### src/rtl/enc_pkg.sv
// Shared constants for the convolutional encoder/packer: code-rate codes,
// K=3 generator taps, frame geometry and the control state encoding.
package enc_pkg;

  localparam logic CODE_RATE_2 = 1'b0;
  localparam logic CODE_RATE_3 = 1'b1;

  // Generator taps applied to {b, s1, s2}: octal 7 and octal 5
  localparam logic [2:0] GEN_7 = 3'b111;
  localparam logic [2:0] GEN_5 = 3'b101;

  localparam int         FRAME_W   = 16;
  localparam logic [3:0] BITS_R2   = 4'd8;   // 16 symbols per frame
  localparam logic [3:0] BITS_R3   = 4'd5;   // 15 symbols, bit 0 left at zero
  localparam logic [3:0] PTR_INIT  = 4'd15;
  localparam logic [1:0] TAIL_BITS = 2'd2;

  typedef enum logic [2:0] {
    IDLE,
    FILL,
    TAIL,
    SEND,
    DONE
  } enc_state_e;

endpackage

### src/rtl/conv_enc_core.sv
// K=3 convolutional encoder core: two-bit shift register plus symbol
// generation. Symbols come out MSB-first in o_sym; at rate 1/2 only the
// upper two bits are meaningful and bit 0 is driven zero.
module conv_enc_core
  import enc_pkg::*;
(
  input  logic       clk,
  input  logic       rst,
  input  logic       i_clr,
  input  logic       i_adv,
  input  logic       i_bit,
  input  logic       i_rate,
  output logic [2:0] o_sym
);

  logic       r_s1;
  logic       r_s2;
  logic [2:0] w_reg;
  logic       w_g7;
  logic       w_g5;

  // Shift the consumed bit into the encoder state; a new message clears it
  always_ff @(posedge clk or negedge rst) begin
    if (!rst) begin
      r_s1 <= 1'b0;
      r_s2 <= 1'b0;
    end else if (i_clr) begin
      r_s1 <= 1'b0;
      r_s2 <= 1'b0;
    end else if (i_adv) begin
      r_s1 <= i_bit;
      r_s2 <= r_s1;
    end
  end

  assign w_reg = {i_bit, r_s1, r_s2};
  assign w_g7  = ^(w_reg & GEN_7);
  assign w_g5  = ^(w_reg & GEN_5);
  assign o_sym = (i_rate == CODE_RATE_3) ? {w_g7, w_g7, w_g5} : {w_g7, w_g5, 1'b0};

endmodule

### src/rtl/conv_enc_pack.sv
// Convolutional encoder with 16-bit frame packer and valid/ready output.
// Optional feature: define ENC_TAIL_EN to append two zero tail bits on flush.
module conv_enc_pack
  import enc_pkg::*;
(
  input  logic        clk,
  input  logic        rst,
  input  logic        en_e,
  input  logic        i_code_rate,
  input  logic        i_start,
  input  logic        i_bit,
  input  logic        i_bit_valid,
  output logic        o_bit_ready,
  input  logic        i_flush,
  output logic [15:0] o_data_frame,
  output logic        o_frame_valid,
  input  logic        i_frame_ready,
  output logic        o_eof
);

`ifdef ENC_TAIL_EN
  localparam logic [1:0] TAIL_INIT = TAIL_BITS;
`else
  localparam logic [1:0] TAIL_INIT = 2'd0;
`endif

  enc_state_e  r_state;
  logic        r_rate;
  logic [3:0]  r_ptr;
  logic [3:0]  r_nbits;
  logic [15:0] r_frame;
  logic        r_valid;
  logic        r_eof;
  logic        r_flush;      // flush requested; message ends after pending data
  logic [1:0]  r_tail_left;  // tail bits still to encode

  logic        w_start;
  logic        w_accept;
  logic        w_wr;
  logic        w_bin;
  logic [2:0]  w_sym;
  logic [15:0] w_sym_vec;
  logic [3:0]  w_step;
  logic [3:0]  w_bpf;
  logic        w_full;

  assign o_bit_ready   = (r_state == FILL) && !r_flush;
  assign o_data_frame  = r_frame;
  assign o_frame_valid = r_valid;
  assign o_eof         = r_eof;

  assign w_start   = en_e && i_start && (r_state == IDLE || r_state == DONE);
  assign w_accept  = en_e && i_bit_valid && o_bit_ready;
  assign w_wr      = w_accept || (en_e && r_state == TAIL);
  assign w_bin     = (r_state == TAIL) ? 1'b0 : i_bit;
  assign w_step    = (r_rate == CODE_RATE_3) ? 4'd3 : 4'd2;
  assign w_bpf     = (r_rate == CODE_RATE_3) ? BITS_R3 : BITS_R2;
  assign w_full    = (r_nbits + 4'd1) == w_bpf;
  // Align the symbol group so its first symbol lands on the write pointer
  assign w_sym_vec = {w_sym, 13'd0} >> (PTR_INIT - r_ptr);

  conv_enc_core u_core (
    .clk    (clk),
    .rst    (rst),
    .i_clr  (w_start),
    .i_adv  (w_wr),
    .i_bit  (w_bin),
    .i_rate (r_rate),
    .o_sym  (w_sym)
  );

  // Control FSM: fill frames with symbols, hand them off, finish the message
  always_ff @(posedge clk or negedge rst) begin
    if (!rst) begin
      r_state     <= IDLE;
      r_rate      <= CODE_RATE_2;
      r_ptr       <= PTR_INIT;
      r_nbits     <= 4'd0;
      r_frame     <= 16'd0;
      r_valid     <= 1'b0;
      r_eof       <= 1'b0;
      r_flush     <= 1'b0;
      r_tail_left <= 2'd0;
    end else if (en_e) begin
      case (r_state)
        IDLE, DONE: begin
          if (i_start) begin
            r_state     <= FILL;
            r_rate      <= i_code_rate;
            r_ptr       <= PTR_INIT;
            r_nbits     <= 4'd0;
            r_frame     <= 16'd0;
            r_eof       <= 1'b0;
            r_flush     <= 1'b0;
            r_tail_left <= 2'd0;
          end
        end
        FILL: begin
          if (w_accept) begin
            r_frame <= r_frame | w_sym_vec;
            r_ptr   <= r_ptr - w_step;
            r_nbits <= r_nbits + 4'd1;
            // Flush alongside a bit: the bit goes in now, flush acts next
            if (i_flush) begin
              r_flush     <= 1'b1;
              r_tail_left <= TAIL_INIT;
            end
            if (w_full) begin
              r_state <= SEND;
              r_valid <= 1'b1;
            end
          end else if (r_flush || i_flush) begin
            r_flush <= 1'b1;
`ifdef ENC_TAIL_EN
            r_tail_left <= TAIL_BITS;
            r_state     <= TAIL;
`else
            if (r_nbits != 4'd0) begin
              r_state <= SEND;
              r_valid <= 1'b1;
            end else begin
              r_state <= DONE;
              r_eof   <= 1'b1;
            end
`endif
          end
        end
        TAIL: begin
          r_frame     <= r_frame | w_sym_vec;
          r_ptr       <= r_ptr - w_step;
          r_nbits     <= r_nbits + 4'd1;
          r_tail_left <= r_tail_left - 2'd1;
          if (r_tail_left == 2'd1 || w_full) begin
            r_state <= SEND;
            r_valid <= 1'b1;
          end
        end
        SEND: begin
          if (i_frame_ready) begin
            r_valid <= 1'b0;
            r_frame <= 16'd0;
            r_ptr   <= PTR_INIT;
            r_nbits <= 4'd0;
            r_rate  <= i_code_rate;  // next frame starts here
            if (!r_flush) begin
              r_state <= FILL;
            end else if (r_tail_left != 2'd0) begin
              r_state <= TAIL;
            end else begin
              r_state <= DONE;
              r_eof   <= 1'b1;
            end
          end
        end
        default: r_state <= IDLE;
      endcase
    end
  end

endmodule

### config.mk
export PLATFORM = sky130hd
export DESIGN_NAME = conv_enc_pack
export DESIGN_NICKNAME = d
export VERILOG_FILES = /design/src/rtl/enc_pkg.sv /design/src/rtl/conv_enc_core.sv /design/src/rtl/conv_enc_pack.sv
export SDC_FILE = /design/constraint.sdc
export NUM_CORES = 1
export LEC_CHECK = 0
export CAP_MARGIN = 20
export CORE_MARGIN = 2
export CORE_UTILIZATION = 60
export DETAILED_ROUTE_END_ITERATION = 6
export HOLD_SLACK_MARGIN = 0.02
export PLACE_DENSITY = 0.89
export SETUP_SLACK_MARGIN = 0.4
export SYNTH_ARGS = -nofsm -noshare
export SYNTH_HDL_FRONTEND = slang
export SYNTH_SLANG_ARGS = --single-unit
### constraint.sdc
create_clock -name clk -period 4.7 [get_ports clk]
set_input_delay 0.94 -clock clk [delete_from_list [all_inputs] [get_ports clk]]
set_output_delay 0.94 -clock clk [all_outputs]
set_load 0.01 [all_outputs]
# Yosys cells after proc, flatten, opt, wreduce, memory -nomap -nowiden
# Index checks and enable logic that the tools add are counted.
word_totals:
  latchBits: 0
  ram_bits: 0
  reg_bits: 35
  n_memories: 0
  in_bits: 9
  rom_bits: 0
op_classes:
  n_addsub: 4
  n_lt_le_gt_ge: 0
  mux: 56
  n_eq_ne: 20
  reduce_logical: 31
  n_mul: 0
  div_mod_pow: 0
  shift: 1
  n_bitwise: 1
ops:
  columns: ["cell", "count"]
  rows:
  - ["$pmux 16 s4", 1]
  - ["$mux 16", 3]
  - ["$pmux 4 s4", 2]
  - ["$mux 4", 7]
  - ["$mux 3", 9]
  - ["$mux 1", 24]
  - ["$ne 2x2->1 const B", 8]
  - ["$or 16x16->16", 1]
  - ["$shr 16x4->16", 1]
  - ["$reduce_and 5->1", 3]
  - ["$pmux 3 s4", 1]
  - ["$reduce_and 9->1", 1]
  - ["$reduce_bool 3->1", 3]
  - ["$mux 2", 4]
  - ["$reduce_bool 2->1", 4]
  - ["$reduce_bool 4->1", 2]
  - ["$reduce_and 7->1", 1]
  - ["$eq 3x2->1 const B", 2]
  - ["$logic_and 1x1->1", 6]
  - ["$ne 3x2->1 const B", 2]
  - ["$ne 3x3->1 const B", 2]
  - ["$pmux 1 s3", 2]
  - ["$pmux 2 s3", 1]
  - ["$reduce_and 6->1", 1]
  - ["other kinds (16)", 22]

# Longest topological paths before layout
# Gate-level depths: netlist of the first run.
logic_depth:
  depth_word: 8
  mapped_depth: 8

# By module
# A second synthesis of the first run with hierarchy kept.
unflattened:
  hier_cells: 230
  area_unflattened_um2: 2140.8
by_module_without_submodules:
  columns: ["module", "instances", "cells_per_inst", "area_each_um2", "seq_area_each_um2"]
  rows:
  - ["conv_enc_pack", 1, 218, 2010.7, 830.8]
  - ["conv_enc_core", 1, 12, 130.1, 50.0]

# Least setup slack after synthesis of the first run
# No wires, ideal clock.
synth_path:
  path_kind: "input port to flip-flop"
  from: "input port i_start"
  to: "register r_frame[7], in the netlist o_data_frame[7]"
  path_slack_ps: 2401
  path_buffers: 0
  path_stages: 5
  arrival_ps: 2157
  setup_ps: 141
  required_ps: 4559
  cell_sequence: "or3b_2 > a21boi_1 > nor3_1 > a32oi_1 > o41ai_1"
synth_via:
  elab_chain_len: 2
synth_rtl:
  columns: ["item", "line_no", "rtl"]
  rows:
  - ["start: declaration", "conv_enc_pack.sv:10", "input logic i_start,"]
  - ["$ne 2x2->1 (no line)", null, null]
  - ["$reduce_and 5->1 (no line)", null, null]
  - ["end signal: assignment", "conv_enc_pack.sv:100", "r_frame <= r_frame | w_sym_vec;"]
  - ["end signal: assignment", "conv_enc_pack.sv:129", "r_frame <= r_frame | w_sym_vec;"]
  - ["end: declaration", "conv_enc_pack.sv:31", "logic [15:0] r_frame;"]
# Every way passes these cells.
# A chain may end at the register's enable or synchronous reset.

# Final worst setup path of the first run
layout_path:
  from: "register r_state[0]"
  to: "output port o_bit_ready"
layout_via:
  elab_chain_len: 2
layout_rtl:
  columns: ["item", "line_no", "rtl"]
  rows:
  - ["start: declaration", "conv_enc_pack.sv:27", "enc_state_e r_state;"]
  - ["start signal: assignment", "conv_enc_pack.sv:75", "r_state <= IDLE;"]
  - ["start signal: assignment", "conv_enc_pack.sv:88", "r_state <= FILL;"]
  - ["start signal: assignment", "conv_enc_pack.sv:109", "r_state <= SEND;"]
  - ["$eq 3x1->1", "conv_enc_pack.sv:47", "assign o_bit_ready = (r_state == FILL) && !r_flush;"]
  - ["$logic_and 1x1->1", "conv_enc_pack.sv:47", null]
  - ["end: declaration", "conv_enc_pack.sv:13", "output logic o_bit_ready,"]
# Every way passes these cells.

==> results of run 1 <==
==> Yosys cell counts, types with 4 or more instances <==
cell	instances
ha_1	6
a22o_1	4
nand4_1	5
dfstp_2	4
nor2_1	18
xnor2_1	4
mux2i_1	4
a31oi_1	5
clkbuf_1	15
o21ai_0	19
o211ai_1	4
dfrtp_1	31
nor3_1	5
a21oi_1	17
nand2b_1	7
inv_1	11
nand2_1	36
nand3_1	5
and2_1	5
==> routing by layer <==
metal / routed length [µm] / up-vias / GRT usage [%]
met5: 0 / - / 0
met2: 2600 / 111 / 43.2
met3: 416 / 13 / 5.65
li1: - / 998 / -
met4: 104 / 0 / 11.2
met1: 2420 / 989 / 40.1
==> state kept, by name, indices dropped and copies added (netlist names) <==
register	cells
r_state	3
o_eof	1
u_core.r_s1	1
r_ptr	4
r_rate	1
r_tail_left	2
r_flush	1
u_core.r_s2	1
o_data_frame	16
o_frame_valid	1
r_nbits	4
==> cell families (layout without fill, tap and decap cells) <==
logic type                 count (synthesis)  after routing  share of synthesized area [%]
adders and majority gates                  6              6                           3.30
xor gates and xnor gates                   5              5                           1.92
AOI/OAI and AO/OA                         77             77                           23.0
DFF                                       35             35                           38.7
and+or+nand+nor                          105            105                           24.5
muxes                                      7              7                           3.74
buffers and inverters                     29             48                           4.89
==> stage by stage <==
stage	hold WS, ns	utilization [%]	instances
final	0.480	72.6	331
after global routing	0.503	72.6	331
after global placement	0.468	69.7	323
after detailed placement	0.471	69.7	323
after CTS	0.487	72.6	331
after floorplan	0.450	-	264
==> power groups by stage <==
stage / sequential, W / clock [W] / combinational [W]
2_1_floorplan: 0.000502 / 0 / 0.000580
3_3_place_gp: 0.000590 / 0 / 0.000715
3_5_place_dp: 0.000596 / 0 / 0.000737
4_1_cts: 0.000590 / 0.000271 / 0.000750
5_1_grt: 0.000616 / 0.000287 / 0.000831
6_report: 0.000599 / 0.000271 / 0.000758
==> worst max-delay path, stage by stage (launching register included) <==
cell	delay (ns)
dfrtp_1	0.68
nor4b_2	0.56
clkdlybuf4s50_1	0.64
==> final cells by class <==
class,count,area [µm²]
flip-flops and latches,35,881
repair buffers,29,285
inverters,11,41.3
clock inverters,1,30.0
fillers,270,1000
well taps,48,60.1
clock buffers,7,76.3
multi-input cells,200,1280
==> cell usage in the layout (no fill, tap or decap), types with 3 or more instances in the layout <==
master           netlist  routed
nand3_1                5       5
dfrtp_1               31      31
or3_1                  3       3
nor3_1                 5       5
clkbuf_8               0       5
xnor2_1                4       4
a22o_1                 4       4
nand2b_1               7       7
clkdlybuf4s50_1        0      27
o21ai_0               19      19
nand4_1                5       5
ha_1                   6       6
a21oi_1               17      17
and2_1                 5       5
nand2_1               36      36
nor2_1                18      18
dfstp_2                4       4
nand3b_1               3       3
nor2b_1                3       3
inv_1                 11      11
and3_1                 3       3
a31oi_1                5       5
nor3b_1                3       3
mux2i_1                4       4
o211ai_1               4       4
o221ai_1               3       3
==> path summary, 6_finish.rpt <==
kind | start | to | slack [ns] | cells after the start
setup / recovery | r_state[0] | o_bit_ready | 1.58 | 2
hold reg to reg | o_data_frame[0] | o_data_frame[0] | 0.48 | 2
min in group asynchronous | rst | o_frame_valid | 1.05 | 2
max in group asynchronous | rst | r_ptr[0] | 3.30 | 2
hold / removal | o_data_frame[0] | o_data_frame[0] | 0.48 | 2
setup reg to reg | r_state[1] | o_data_frame[1] | 2.07 | 5
==> key figures, run 1 <==
Power
  • Peak supply drop: 0.391 mV
  • Clock power share: between 15 and 20%
  • Net Sw Power: ~0.0007 W
  • Pleak: around 1.1 nW
  • Power Internal: 0.000928 W
  • Power density cells: 613 nW/µm²
  • Gate power share: approximately 47%
  • Sw Share: 43.0%
  • Final Total Pwr: around 0.0016 W
  • Reg power frac: 36.8%

CTS
  • Deepest clock path buffer count: 2
  • Clock Sinks: 35
  • Clock root buffer: clkbuf_8
  • PostCTS Resize Cnt: 0
  • CTS tree: built
  • Setup bufs post-CTS: 0
  • H-tree depth: 2
  • Total CTS buffers: 5
  • Hold_buf cts: 0
  • Worst-path clk slew: 0.07 ns
  • Worst-skew pair later-pin latency: ~0.29 ns

Floorplanning
  • Die Area: 4300 µm²
  • Cell Rows: 22
  • Die width: around 66 µm
  • Initial core utilization: between 60% and 70%
  • CORE AREA: between 3000 and 4000 µm²
  • Die height: about 66 µm
  • Io pins: 28

Detailed routing
  • WL per Instance: between 15 and 20 µm
  • Drt first pass iters: 5
  • Drt total wl: 5.54 mm
  • DRC: 0
  • Vias post-DR: 2111
  • Final ANT Viol Nets: 0
  • DRT iter0 DRCs: around 180
  • Via density: 6.38

Placed design
  • GP Congestion: approximately 0.86
  • DP Wirelength: roughly 3.7 mm
  • Placed Area: between 2000 and 3000 µm²
  • Port Buffer Count: 27
  • Pre-CTS WS: roughly 1.5 ns

GRT
  • GRT Total Usage: 28.5%
  • GRT overflow: 0
  • First-pass GRT wire length: about 9.3 mm
  • Initial antenna violation count: 0
  • Largest net degree at the start of global routing: 36
  • Number of global-route vias before repair: roughly 1900

STA
  • Max-slew headroom: roughly half
  • Fin Setup TNS: 0 ns
  • Final period utilization: 66.3%
  • Unrepaired setup endpoints after global routing: false
  • Final setup vio count: 0
  • Clock skew: about 0.0030 ns
  • Fin crit period: between 3 and 4 ns
  • Hold Fails Final Rpt: 0
  • Setup WS post-layout: approximately 1.6 ns
  • Slew Limit Fails: 0
  • Worst-Margin Slew: around 0.74 ns
  • Highest clock rate: between 0.3 and 0.4 GHz

Worst setup path
  • Arrival time at the worst endpoint: 2.18 ns
  • CP max FO: 20
  • Crit path kind: flip-flop to output pin
  • Required @ worst endpoint: between 3 and 4 ns
  • CP Capture Type: output pin
  • Worst Setup Start Kind: flip-flop

Synthesis
  • Synthesized area per cell: around 8.6 µm²
  • Post-Syn Area: about 2300 µm²
  • Top FF cell, synth: dfrtp_1
  • Synth top area cells: dfrtp_1, nand2_1, dfstp_2
  • Cell taking the most area after synthesis: dfrtp_1
  • Synth warnings: 0
  • Synth top area share: 34.1%
  • Number of enable flip-flop cells after synthesis: 0
  • Async SR Flop Fraction: 100%
  • Cell count after synthesis: 264
  • Distinct cell type count after synthesis: 55
  • Synthesized flop and latch total: 35
  • Mapped Nets: about 280
  • Seq/Total Area, Yosys: approximately two fifths

Run
  • MaxCap Viol Count: 0

Status
  • Status: finished clean

Cells and area
  • Layout cells sized above 1: 7.77%
  • Synth-to-layout area growth: 16.8%
  • Inserted Diodes: 0
  • Final #Nets: slightly below 300
  • Post-layout instance area: roughly 2700 µm²

Min path
  • HP Class: flip-flop to flip-flop
Power figures use the tool's default switching activity.
==> run 2: changes to the inputs <==
CORE_UTILIZATION = 50   (was 60)
PLACE_DENSITY = 0.8   (was 0.89)
clock period = 2.7 ns   (was 4.7 ns; I/O delays follow)
==> run 2 against run 1 <==
Compared with the run above:
- via count shrank 0.76%
- critical path depth is 5 higher
- worst setup slack lost 1.1 ns
- sequential share of layout area down 1.6 points
- cell count up 5.7%
- clock skew up 0.0047 ns
- combinational power is 98% higher
- flip-flop and latch count stayed put
- highest routed layer unchanged
==> key figures, run 2 (synthesis results as in run 1) <==
STA
  • Clock skew: ~0.0077 ns
  • Fin Setup TNS: 0 ns
  • Slew Limit Fails: 0
  • Highest clock rate: approximately 0.45 GHz
  • Worst-Margin Slew: 0.562 ns
  • Unrepaired setup endpoints after global routing: false
  • Final period utilization: between 80 and 90%
  • Fin crit period: ~2.2 ns
  • Hold Fails Final Rpt: 0
  • Max-slew headroom: 62.5%
  • Final setup vio count: 0
  • Hold WS: a little under 0.5 ns

Worst setup path
  • Crit path buf inv count: 2
  • CP Capture Type: flip-flop
  • CP cell instances: clkdlybuf4s50_1, nor4bb_2, o211ai_1, buf_4, nor2_1, nand3_1, o221ai_1
  • Required @ worst endpoint: approximately 2.9 ns
  • Worst Setup Start Kind: primary input
  • Arrival time at the worst endpoint: 2.43 ns
  • Crit path kind: primary input to flip-flop
  • Worst path slowest cell: clkdlybuf4s50_1
  • Largest stage delay, worst path: between 0.5 and 0.6 ns
  • Delay-heaviest family, CP: buffers and inverters
  • CP max FO: 6

GRT
  • GRT overflow: 0
  • First-pass GRT wire length: 9.69 mm
  • Initial antenna violation count: 0
  • Largest net degree at the start of global routing: 36
  • GRT Total Usage: approximately a quarter
  • Number of global-route vias before repair: about 2000

Detailed routing
  • Vias post-DR: about 2100
  • DRT iter0 DRCs: approximately 190
  • Drt first pass iters: 4
  • Met2 WL: between 2 and 3 mm
  • DR WL met3: 271 µm
  • Uppermost routed layer: met4
  • Drt total wl: 5.64 mm
  • Via density: 5.99
  • Routed length on met1: ~2.6 mm
  • WL per Instance: around 16 µm
  • Final ANT Viol Nets: 0
  • DRC: 0

Min path
  • HP Class: flip-flop to flip-flop

Placed design
  • GP Congestion: a little under 0.9
  • DP Wirelength: 4.00 mm
  • Port Buffer Count: 27

Cells and area
  • Inserted Diodes: 0
  • Layout cells sized above 1: approximately 14%
  • Final #Nets: approximately 310
  • Synth-to-layout area growth: 22.5%
  • Max reg flops: 16
  • FILL cells: 382
  • Most common cell after layout, fill and taps aside: nand2_1
  • Most frequent cells in the layout: nand2_1, dfrtp_1, clkdlybuf4s50_1

Run
  • MaxCap Viol Count: 0

CTS
  • Clock Sinks: 35
  • Clock root buffer: clkbuf_8
  • Deepest clock path buffer count: 2
  • H-tree depth: 2
  • Worst-skew pair later-pin latency: between 0.2 and 0.3 ns
  • Worst-path clk slew: 0.07 ns
  • Total CTS buffers: 5
  • CTS tree: built
  • Hold_buf cts: 0

Floorplanning
  • Io pins: 28
  • CORE AREA: roughly 4400 µm²
  • Initial core utilization: between 50% and 60%
  • Die Area: ~5100 µm²
  • Cell Rows: 24
  • Die width: roughly 71 µm
  • Die height: 71.5 µm

Status
  • Status: finished clean

Power
  • Peak supply drop: about 0.55 mV
  • Pleak: 1.16 nW
  • Power density cells: 1020 nW/µm²
==> run 2: layer usage <==
metal / GRT usage [%] / vias to the layer above
li1: - / 1024
met4: 8.18 / 0
met5: 0 / -
met1: 33.9 / 1009
met3: 5.06 / 8
met2: 36.8 / 54
==> run 2: path summary, 6_finish.rpt <==
| kind | start | endpoint | slack (ns) | depth (start not counted) |
|---|---|---|---|---|
| min in group asynchronous | rst | r_nbits[1] | 0.66 | 2 |
| worst min register to register | o_data_frame[4] | o_data_frame[4] | 0.49 | 2 |
| worst min-delay path | o_data_frame[4] | o_data_frame[4] | 0.49 | 2 |
| worst max register to register | r_nbits[0] | r_state[1] | 0.54 | 6 |
| max in group asynchronous | rst | r_ptr[0] | 1.69 | 2 |
| worst max-delay path | i_bit_valid | o_data_frame[5] | 0.48 | 7 |
==> run 2: repair_timing <==
item                                    4_1_cts  5_1_grt
pin swaps                                     1        2
setup buffers                                 1        4
endpoints found under the setup margin        3        9
gates resized for setup                       1        4
cloned                                        0        0
==> run 2: tightest hold or removal path: stages (launching register included) <==
cell and delay, ns:
dfrtp_1 0.34, nand2_1 0.05, o21ai_0 0.06
==> run 2: layout make-up <==
cell class / count / area [µm²] / share of cell area, %
Sequential cell: 35 / 881 / 31.6
Multi-Input combinational cell: 200 / 1310 / 46.9
Clock buffer: 6 / 72.6 / 2.60
Inverter: 11 / 41.3 / 1.48
Tap cell: 52 / 65.1 / 2.33
Timing Repair Buffer: 44 / 409 / 14.7
Clock inverter: 2 / 12.5 / 0.449
==> run 2: report_power, final <==
part | switching, W | leakage [nW] | internal [W]
registers | 0.000247 | 0.449 | 0.000715
logic | 0.000778 | 0.666 | 0.000718
clock network | 0.000198 | 0.0412 | 0.000180
total | 0.00122 | 1.16 | 0.00161
==> run 2: through the flow <==
stage          setup slack (ns)  total power, W  utilization [%]  std cells  instance area [µm²]
2_1_floorplan             0.699         0.00188                -        264                 2280
3_3_place_gp              0.164         0.00233             60.0        337                 2630
3_5_place_dp             0.0607         0.00238             60.0        337                 2630
4_1_cts                   0.438         0.00277             62.1        346                 2720
5_1_grt                   0.386         0.00308             63.6        350                 2790
6_report                  0.477         0.00284             63.6        350                 2790
==> run 3: changes to the inputs <==
CORE_UTILIZATION = 56   (was 50)
PLACE_DENSITY = 0.84   (was 0.8)
clock period = 2.25 ns   (was 2.7 ns; I/O delays follow)
==> run 3 against run 2 <==
Compared with the run above:
- worst setup slack worse by 0.32 ns
- via count up 12%
- cell area rose by 17%
- hold slack worse by 0.0024 ns
- clock power rose by 18%
- utilization increased by 19 points
- routed wire length rose by 24%
- largest cell class unchanged
==> key figures, run 3 (synthesis results as in run 1) <==
Floorplanning
  • Io pins: 28
  • CORE AREA: ~3900 µm²
  • Cell Rows: 23
  • Die height: approximately 68 µm
  • Die Area: 4590 µm²
  • Die width: ~68 µm
  • Initial core utilization: between 50% and 60%

CTS
  • H-tree depth: 2
  • CTS tree: built
  • Clock root buffer: clkbuf_8
  • Worst-path clk slew: around 0.070 ns
  • Total CTS buffers: 5
  • Worst-skew pair later-pin latency: about 0.30 ns
  • Clock Sinks: 35
  • Deepest clock path buffer count: 2

GRT
  • Initial antenna violation count: 0
  • GRT Total Usage: a little under a third
  • GRT overflow: 0
  • Number of global-route vias before repair: ~2100
  • Largest net degree at the start of global routing: 36
  • First-pass GRT wire length: roughly 10 mm

Cells and area
  • Layout cells sized above 1: a little under a third
  • Multi-input logic area: around 1500 µm²
  • Inserted Diodes: 0
  • Max reg flops: 16
  • Final #Nets: 337
  • Post-layout instance area: around 3300 µm²
  • Most frequent cells in the layout: nand2_1, buf_4, dfrtp_1
  • Register area: approximately 900 µm²
  • Most common cell after layout, fill and taps aside: nand2_1
  • Synth-to-layout area growth: 43.5%
  • Final Non-Filler Cells: 373
  • FILL cells: 223
  • Fin util: 82.9%

STA
  • Max-slew headroom: between 60 and 70%
  • Unrepaired setup endpoints after global routing: true
  • Worst-Margin Slew: 0.457 ns
  • Hold Fails Final Rpt: 0
  • Slew Limit Fails: 0
  • Final period utilization: around 93%
  • Final setup vio count: 0
  • Clock skew: approximately 0.0058 ns
  • Fin crit period: around 2.1 ns
  • Fin Setup TNS: 0 ns
  • Highest clock rate: between 0.4 and 0.5 GHz
  • Hold WS: ~0.5 ns

Detailed routing
  • Vias post-DR: 2354
  • DRC: 0
  • WL per Instance: approximately 19 µm
  • Drt total wl: approximately 7.0 mm
  • DRT iter0 DRCs: 225
  • Final ANT Viol Nets: 0
  • Drt first pass iters: 5
  • Via density: about 6.3

Placed design
  • Inst Count DP: ~340
  • DP Wirelength: roughly 4 mm
  • GP Congestion: 0.902
  • Port Buffer Count: 27
  • Placed Area: 2740 µm²

Worst setup path
  • Crit path kind: flip-flop to flip-flop
  • CP Capture Type: flip-flop
  • CP max FO: 5
  • Required @ worst endpoint: roughly 2.4 ns
  • Worst Setup Start Kind: flip-flop
  • Arrival time at the worst endpoint: ~2.3 ns

Min path
  • HP Class: flip-flop to flip-flop

Status
  • Status: finished clean

Power
  • Power density cells: about 1300 nW/µm²
  • Pleak: 1.35 nW
  • Peak supply drop: between 0.7 and 0.8 mV

Run
  • MaxCap Viol Count: 0
-- run 3: cell types whose count changed in the layout (fill, tap and decap cells not counted), sizes merged --
cell and delta:
buf +25, clkdlybuf4s50 -2, clkbuf +1, clkdlybuf4s15 +1
clkinvlp -1, dlygate4sd2 +1
-- run 3: final cells by class --
class                           instances  area share [%]
Multi-Input combinational cell        200            47.2
Sequential cell                        35            27.1
Timing Repair Buffer                   69            20.0
Clock buffer                            7            2.34
Tap cell                               50            1.91
Inverter                               11            1.26
Clock inverter                          1           0.153
-- run 3: path summary, 6_finish.rpt --
| kind | from | end | slack [ns] | depth (start not counted) |
|---|---|---|---|---|
| hold reg to reg | r_tail_left[1] | r_tail_left[1] | 0.49 | 2 |
| setup reg to reg | r_state[2] | o_data_frame[9] | 0.16 | 6 |
| max in group asynchronous | rst | r_state[2] | 1.31 | 2 |
| hold / removal | r_tail_left[1] | r_tail_left[1] | 0.49 | 2 |
| setup / recovery | r_state[2] | o_data_frame[9] | 0.16 | 6 |
| min in group asynchronous | rst | r_nbits[3] | 0.59 | 2 |
-- run 3: power by group --
part	switching [W]	internal, W
Sequential	0.000333	0.000866
Combinational	0.00124	0.00126
Clock	0.000231	0.000217
-- run 3: per-layer routing --
metal	vias up	GRT usage [%]	share of wire, %
li1	1070	-	-
met1	1157	39.1	40
met2	101	51.1	51
met3	26	4.33	5.3
met4	0	15.3	4.3
met5	-	0	0
-- run 3: timing repair --
item,CTS,global route
pin swaps,15,24
setup endpoints to repair,26,27
setup buffers,17,3
gates cloned,2,0
resized for setup,37,31
hold buffers,0,0
-- run 3: metrics by stage --
stage	setup slack (ns)	power, W
2_1_floorplan	0.260	0.00230
5_1_grt	0.127	0.00439
6_report	0.159	0.00415
3_3_place_gp	-0.128	0.00293
4_1_cts	0.256	0.00384
3_5_place_dp	-0.193	0.00298
-- run 3: critical path, stage by stage, from the launching register on --
cell and delay (ns):
dfrtp_2 0.44, or3b_4 0.43, a211oi_4 0.32, buf_12 0.18, xnor2_4 0.16, mux2i_4 0.16, o311ai_2 0.27
